===== config.mk =====
export PLATFORM = sky130hd
export DESIGN_NAME = pixel_writer
export DESIGN_NICKNAME = d
export VERILOG_FILES = /design/src/rtl/pixel_writer.sv
export SDC_FILE = /design/constraint.sdc
export NUM_CORES = 1
export LEC_CHECK = 0
export ABC_AREA = 1
export BUFFER_PORTS_ARGS = -buffer_cell sky130_fd_sc_hd__buf_4
export CAP_MARGIN = 15
export CORE_MARGIN = 2
export CORE_UTILIZATION = 56
export CTS_CLUSTER_SIZE = 16
export DETAILED_ROUTE_END_ITERATION = 16
export GPL_TIMING_DRIVEN = 0
export PLACE_DENSITY_LB_ADDON = 0.15
export SKIP_CTS_REPAIR_TIMING = 1
export SYNTH_ARGS = -nofsm -noshare
export SYNTH_HDL_FRONTEND = slang
export SYNTH_SLANG_ARGS = --single-unit

===== constraint.sdc =====
create_clock -name clk -period 5.1 [get_ports clk]
set_clock_uncertainty 0.15 [all_clocks]
set_input_delay 0.255 -clock clk [delete_from_list [all_inputs] [get_ports clk]]
set_output_delay 0.255 -clock clk [all_outputs]
set_load 0.01 [all_outputs]

===== src/rtl/pixel_writer.sv =====
// Rasterizer pixel sink: clips, buffers and turns (x,y) into framebuffer byte writes.
// Latency 2 cycles pixel->mem_wr_valid; pixel input has no backpressure, so a full FIFO drops and flags overflow.
module pixel_writer #(
  parameter int FB_WIDTH   = 640,
  parameter int FB_HEIGHT  = 480,
  parameter int FIFO_DEPTH = 16
) (
  input  logic        clk,
  input  logic        rst_n,
  input  logic        pixel_valid,
  input  logic [31:0] pixel_x,
  input  logic [31:0] pixel_y,
  input  logic [31:0] pixel_color,
  input  logic        rast_done,
  input  logic [31:0] fb_base,
  output logic        mem_wr_valid,
  output logic [31:0] mem_wr_addr,
  output logic [31:0] mem_wr_data,
  input  logic        mem_wr_ready,
  output logic        busy,
  output logic        flush_done,
  output logic        overflow,
  output logic        clip_drop,
  input  logic        clear_err
);

  localparam int          AW      = $clog2(FIFO_DEPTH);
  localparam logic [31:0] W32     = 32'(FB_WIDTH);
  localparam logic [31:0] H32     = 32'(FB_HEIGHT);
  localparam logic [AW:0] PTR_ONE = 1;

  typedef enum logic [1:0] {ST_IDLE, ST_DRAIN, ST_FLUSH} state_t;

  logic [63:0] fifo_mem [FIFO_DEPTH];
  logic [AW:0] wr_ptr_q, wr_ptr_d, rd_ptr_q, rd_ptr_d;
  logic        vld_q, vld_d;
  logic [31:0] addr_q, addr_d, data_q, data_d;
  state_t      state_q, state_d;
  logic        flush_q, flush_d;
  logic        ovf_q, ovf_d, clip_q, clip_d;

  logic        fifo_empty, fifo_full, in_range, push, pop;
  logic [63:0] head;
  logic [31:0] head_x, head_y, lin, head_addr;

  assign fifo_empty = (wr_ptr_q == rd_ptr_q);
  assign fifo_full  = (wr_ptr_q[AW] != rd_ptr_q[AW]) &&
                      (wr_ptr_q[AW-1:0] == rd_ptr_q[AW-1:0]);
  assign in_range   = (pixel_x < W32) && (pixel_y < H32);
  assign pop        = !fifo_empty && (!vld_q || mem_wr_ready);
  // A pop in the same cycle frees the slot, so a full FIFO can still accept.
  assign push       = pixel_valid && in_range && (!fifo_full || pop);

  assign head      = fifo_mem[rd_ptr_q[AW-1:0]];
  assign head_x    = {16'b0, head[63:48]};
  assign head_y    = {16'b0, head[47:32]};
  assign lin       = head_y * W32 + head_x;
  assign head_addr = fb_base + (lin << 2);

  always_comb begin
    wr_ptr_d = wr_ptr_q;
    rd_ptr_d = rd_ptr_q;
    vld_d    = vld_q;
    addr_d   = addr_q;
    data_d   = data_q;
    state_d  = state_q;
    ovf_d    = ovf_q;
    clip_d   = clip_q;

    if (push) wr_ptr_d = wr_ptr_q + PTR_ONE;
    if (pop) begin
      rd_ptr_d = rd_ptr_q + PTR_ONE;
      vld_d    = 1'b1;
      addr_d   = head_addr;
      data_d   = head[31:0];
    end else if (mem_wr_ready) begin
      vld_d = 1'b0;
    end

    case (state_q)
      ST_IDLE:  if (rast_done) state_d = ST_DRAIN;
      ST_DRAIN: if (fifo_empty && !vld_q && !push) state_d = ST_FLUSH;
      ST_FLUSH: state_d = rast_done ? ST_DRAIN : ST_IDLE;
      default:  state_d = ST_IDLE;
    endcase
    flush_d = (state_d == ST_FLUSH);

    if (clear_err) begin
      ovf_d  = 1'b0;
      clip_d = 1'b0;
    end else begin
      if (pixel_valid && in_range && !push) ovf_d  = 1'b1;
      if (pixel_valid && !in_range)         clip_d = 1'b1;
    end
  end

  always_ff @(posedge clk or negedge rst_n) begin
    if (!rst_n) begin
      wr_ptr_q <= '0;
      rd_ptr_q <= '0;
      vld_q    <= 1'b0;
      addr_q   <= '0;
      data_q   <= '0;
      state_q  <= ST_IDLE;
      flush_q  <= 1'b0;
      ovf_q    <= 1'b0;
      clip_q   <= 1'b0;
    end else begin
      wr_ptr_q <= wr_ptr_d;
      rd_ptr_q <= rd_ptr_d;
      vld_q    <= vld_d;
      addr_q   <= addr_d;
      data_q   <= data_d;
      state_q  <= state_d;
      flush_q  <= flush_d;
      ovf_q    <= ovf_d;
      clip_q   <= clip_d;
    end
  end

  // Storage needs no reset: the pointers alone define what is valid.
  always_ff @(posedge clk) begin
    if (push) fifo_mem[wr_ptr_q[AW-1:0]] <= {pixel_x[15:0], pixel_y[15:0], pixel_color};
  end

  assign mem_wr_valid = vld_q;
  assign mem_wr_addr  = addr_q;
  assign mem_wr_data  = data_q;
  assign flush_done   = flush_q;
  assign overflow     = ovf_q;
  assign clip_drop    = clip_q;
  assign busy         = !fifo_empty || vld_q || (state_q == ST_DRAIN);

endmodule


### Word-level counts from Yosys, hierarchy flattened

Memory sizes are Yosys's and may differ from the RTL's.
Index checks and enable logic that the tools add are counted.

| storage, ports and cells | value |
|---|---|
| output and inout bits | 69 |
| register bits after elaboration | 80 |
| bits in writable memories | 1024 |
| memories | 1 |
| bits in read-only memories | 0 |
| latch bits | 0 |

Memories:

| memory | words | width | read ports | clocked after memory_dff | write ports | RTL line | RTL |
|---|---|---|---|---|---|---|---|
| fifo_mem | 16 | 64 | 1 | 0 | 1 | 34 | `logic [63:0] fifo_mem [FIFO_DEPTH];` |

| operators by class | value |
|---|---|
| multipliers | 1 |
| magnitude comparators | 2 |
| equality and inequality tests | 6 |
| divide/modulo/power cells | 0 |
| bitwise operators | 0 |
| reductions and logical operators | 22 |
| $add $sub $neg | 4 |
| shift-type cells | 0 |
| muxes and demuxes | 12 |

Operator list:

| operator | count |
|---|---|
| $add 32x29->32 | 1 |
| $lt 32x10->1 const B | 1 |
| $lt 32x9->1 const B | 1 |
| $add 26x16->27 | 1 |
| $mul 16x3->19 const B | 1 |
| $add 5x1->5 const B | 2 |
| $logic_and 1x1->1 | 9 |
| $mux 1 | 9 |
| $pmux 2 s3 | 1 |
| $reduce_bool 2->1 | 3 |
| $eq 5x5->1 | 1 |
| $logic_not 1->1 | 5 |
| $eq 2x2->1 const B | 2 |
| $eq 4x4->1 | 1 |
| $logic_or 1x1->1 | 4 |
| $mux 2 | 2 |
| $eq 2x1->1 const B | 1 |
| $logic_not 2->1 | 1 |
| $ne 1x1->1 | 1 |

### Logic depth before layout (Yosys ltp)

| depth | value |
|---|---|
| depth in word-level cells | 10 |
| gate-level depth with buffers | 42 |
| depth with buffers taken out | 38 |

### Least setup slack after synthesis

OpenSTA, ideal clock, no wires.

| timing | value |
|---|---|
| kind | register to register |
| start point | reg rd_ptr_q[0] |
| end point | reg addr_q[25], in the netlist mem_wr_addr[25] |
| stages on the path, launching flop included | 40 |
| required time | 4.833 ns |
| arrival time | 5.254 ns |
| period minus slack after synthesis | 5.521 ns |
| path slack | -0.421 ns |
| path through | dfrtp_1 buf_6 buf_6 buf_8 buf_6 buf_2 nor2_1 o22ai_1 o211ai_1 nand3_1 ha_1 ha_1 inv_1 fa_1 inv_1 nand2_1 nand2_1 and2_1 [4 not listed] nand2_1 nand2_1 nand4_1 nand2_1 inv_1 nor2_1 nand2_1 nand2_1 inv_1 ha_1 nand2_1 nor2_1 nand4_1 or2_2 nand3_1 nand2_1 nand3_1 nand2_1 |

| on the way | value |
|---|---|
| longest elaborated chain between the ends | 4 |
| elaborated cells between the ends (all ways) | 7 |
| classes of those cells | add/sub: 2; mul: 1; eq/ne: 1; reduce/logical: 2; memory: 1 |

RTL lines:

| element | RTL line | RTL |
|---|---|---|
| from (decl) | 35 | `logic [AW:0] wr_ptr_q, wr_ptr_d, rd_ptr_q, rd_ptr_d;` |
| from (signal assigned) | 110 | `rd_ptr_q <= rd_ptr_d;` |
| $mem_v2 16x64 | - |  |
| $mul 16x3->19 | 57 | `assign lin = head_y * W32 + head_x;` |
| $add 26x16->27 | 57 |  |
| $add 32x29->32 | 58 | `assign head_addr = fb_base + (lin << 2);` |
| to (signal assigned) | 112 | `addr_q <= addr_d;` |
| to (decl) | 37 | `logic [31:0] addr_q, addr_d, data_q, data_d;` |

Several ways; a longest one is shown, not always the timed one.
A chain may end at the register's enable or synchronous reset.

### Worst setup path in the final report

| timing | value |
|---|---|
| start point | reg rd_ptr_q[0] |
| end point | reg addr_q[31], in the netlist mem_wr_addr[31] |

The elaborated chain is that of the path after synthesis.

==> impl_metrics.toml <==
[global_route]
global_route.overflow_total = 0
grt_first_pass_wirelength_mm = 201
first_global_vias = 31300
initial_antenna_violation_count = 3
pin_count_of_the_biggest_net_entering_global_routing = 81
grtUsageTotal_pct = 31.9

[timing]
setup_ws_ns = -1.05
final-hold-violation-count = 4
grt_setup_unrepaired = "true"
min_period_over_period_pct = 121
timing.final.max_slew_violations = 0
min_period_ns = 6.15
max_slew.worst_pin.slew_ns = 1.07
holdWs_ns = -0.0194
finalSetupViolations = 17
timing.setup.tns_ns = -12.99
fmaxAchievable_mhz = 163
timing.slew.headroom_pct = 28.6

[clocking]
clock_path_buffers = 3
cts_num_sinks = 1104
tritoncts_clock_tree = "yes"
root_buffer = "clkbuf_16"
cts_buffers = 107
cts_clk_pin_slew_worst_paths_ns = 0.06
clock_insertion_delay_worst_skew_ns = 0.69
cts-htree-levels = 3

[job]
drv_cap = 0

[finish]
n_fill_cell = 5833
layout.cells.non_filler = 5380
layout_common_cells = "1024 x edfxtp_1, 631 x nor2_1, 518 x o21ai_0, 333 x nand2_1, 256 x buf_4"
layout-drive-gt1-share_pct = 17.8
final_common_cell = "edfxtp_1"
flow.area_growth_from_synthesis_pct = 21.6
final_net_count = 4428

[floorplanning]
design.die.area_sq_um = 84700
placementRows = 105
start_util_pct = 56.3
core_area_sq_um = 81800
floorplan.io_pins = 203
dieWidth_um = 291
chipHeight_um = 291

[detailed_routing]
detail_route.drc_violations = 0
routed-via-count = 33400
first_pass_iters = 8
total_wirelength_of_the_detailed_routed_design_mm = 138
detailedRoute.firstIterationViolations = 4516
antenna_left = 0
routed_length_per_instance_um = 25.7
post_drt_via_cell_ratio = 6.21

[yosys]
yosys_register_bits = 1104
synth_seq_area_share_pct = 71.0
synth.net_count = 3961
ys_types = 43
synthesized_area_divided_by_synthesized_cell_count_sq_um = 12.3
count_of_mapped_cells_out_of_synthesis = 3751
ys.warnings.count = 0
synth_area_sq_um = 46100

[outcome]
run_status = "finished with violations"
failing_checks = "negative hold slack, negative setup slack"

[setup_path]
cpMostUsedCell = "nand2_2"
reg2reg_slack_ns = -1.05
critPathMaxStageDelay_ns = 0.49
timing.critical_path.to_type = "register"
crit_slowest_cell = "o211ai_1"
timing.critical_path.fanout_max = 7
critical_path.startpoint_type = "register"
critical_path_class = "reg -> reg"
cp_data_required_time_ns = 5.52
critical_path_arrival_ns = 6.57

[placed_design]
place.port_buffers = 202
post-dp-hpwl_mm = 93.3
dpl_worst_slack_ns = -1.90
place.gp.congestion = 0.938
dp_cells = 5059

[min_path]
holdCritPathClass = "in -> reg"
-- worst paths after layout --
path,from,endpoint,cells past startpoint
min in group asynchronous,rst_n,mem_wr_data[15],3
worst min-delay path,pixel_x[30],clip_drop,7
worst max-delay path,rd_ptr_q[0],mem_wr_addr[31],41
max in group asynchronous,rst_n,mem_wr_data[9],4
worst max register to register,rd_ptr_q[0],mem_wr_addr[31],41
worst min register to register,mem_wr_addr[0],mem_wr_addr[0],2
-- area by class of cell --
class                           count  area (sq um)  area share [%]
Sequential cell                  1104         32800            58.4
Multi-Input combinational cell   2320         13000            23.2
Timing Repair Buffer              364          3530            6.30
Clock buffer                      136          2890            5.15
Tap cell                         1070          1340            2.39
Buffer                            213          1270            2.27
Clock inverter                     62           848            1.51
Inverter                          108           408           0.727
Antenna cell                        3          7.51          0.0134
-- through the flow --
stage | hold WS, ns | cell area [sq um] | utilization [%]
after floorplan | -0.191 | 46300 | -
after global placement | 0.269 | 49100 | 60.0
after detailed placement | 0.273 | 50000 | 61.1
after CTS | -0.441 | 53800 | 65.7
after global routing | 0.0174 | 56100 | 68.5
final | -0.0194 | 56100 | 68.5
-- synth_stat cells (all sizes together) --
cell	instances	share of area, %
nor4	2	0.027
inv	108	0.88
nor2	681	5.6
conb	1	0.0081
o21a	3	0.049
a31oi	35	0.47
a22o	5	0.095
edfxtp	1024	67
ha	73	2.0
xnor2	12	0.23
xor2	22	0.42
and2	5	0.068
dfrtp	80	4.3
o21ai	559	6.1
o21bai	5	0.081
o211ai	23	0.37
or2	4	0.054
clkbuf	125	1.0
o211a	1	0.022
o22ai	150	2.0
nand3b	7	0.11
nand3	139	1.5
a21o	6	0.098
o221ai	102	1.9
buf	94	1.4
nand2	367	3.0
a21oi	86	0.93
fa	3	0.13
a21boi	2	0.033
nor3	9	0.098
nand4	18	0.24
-- cell families (layout without fill, tap and decap cells) --
logic type               Yosys count  count (layout)  share of synthesized area (%)
adder cells (fa/ha/maj)           76              76                           2.11
flip-flops                      1104            1104                           71.0
AND/OR/NAND/NOR                 1232            1232                           10.7
buffers and inverters            327             883                           3.32
other                              1               4                        0.00813
AO/OA/AOI/OAI                    977             977                           12.2
XOR/XNOR                          34              34                          0.646
-- critical path: cells and delay by family (launching register included) --
kind / cells / cell delay (ns)
compound gates: 3 / 0.71
xor+xnor: 1 / 0.06
fa+ha+maj: 5 / 1.43
buf+inv: 10 / 1.09
flops: 1 / 0.45
simple gates: 22 / 2.15
-- state kept, by name, indices dropped and copies added, names as in the netlist --
signal and count:
mem_wr_addr 32, wr_ptr_q 5, overflow 1, mem_wr_valid 1, fifo_mem 1024, flush_done 1, state_q 2, rd_ptr_q 5
clip_drop 1, mem_wr_data 32
-- metal layers --
metal	wire (um)	track usage, %
met1	55300	45.8
met3	15700	7.02
met2	62700	48.9
met5	8	0
met4	4260	10.5
Power is not shown: default switching activity piles up to over one toggle a cycle in this logic, so the estimate is an artifact.
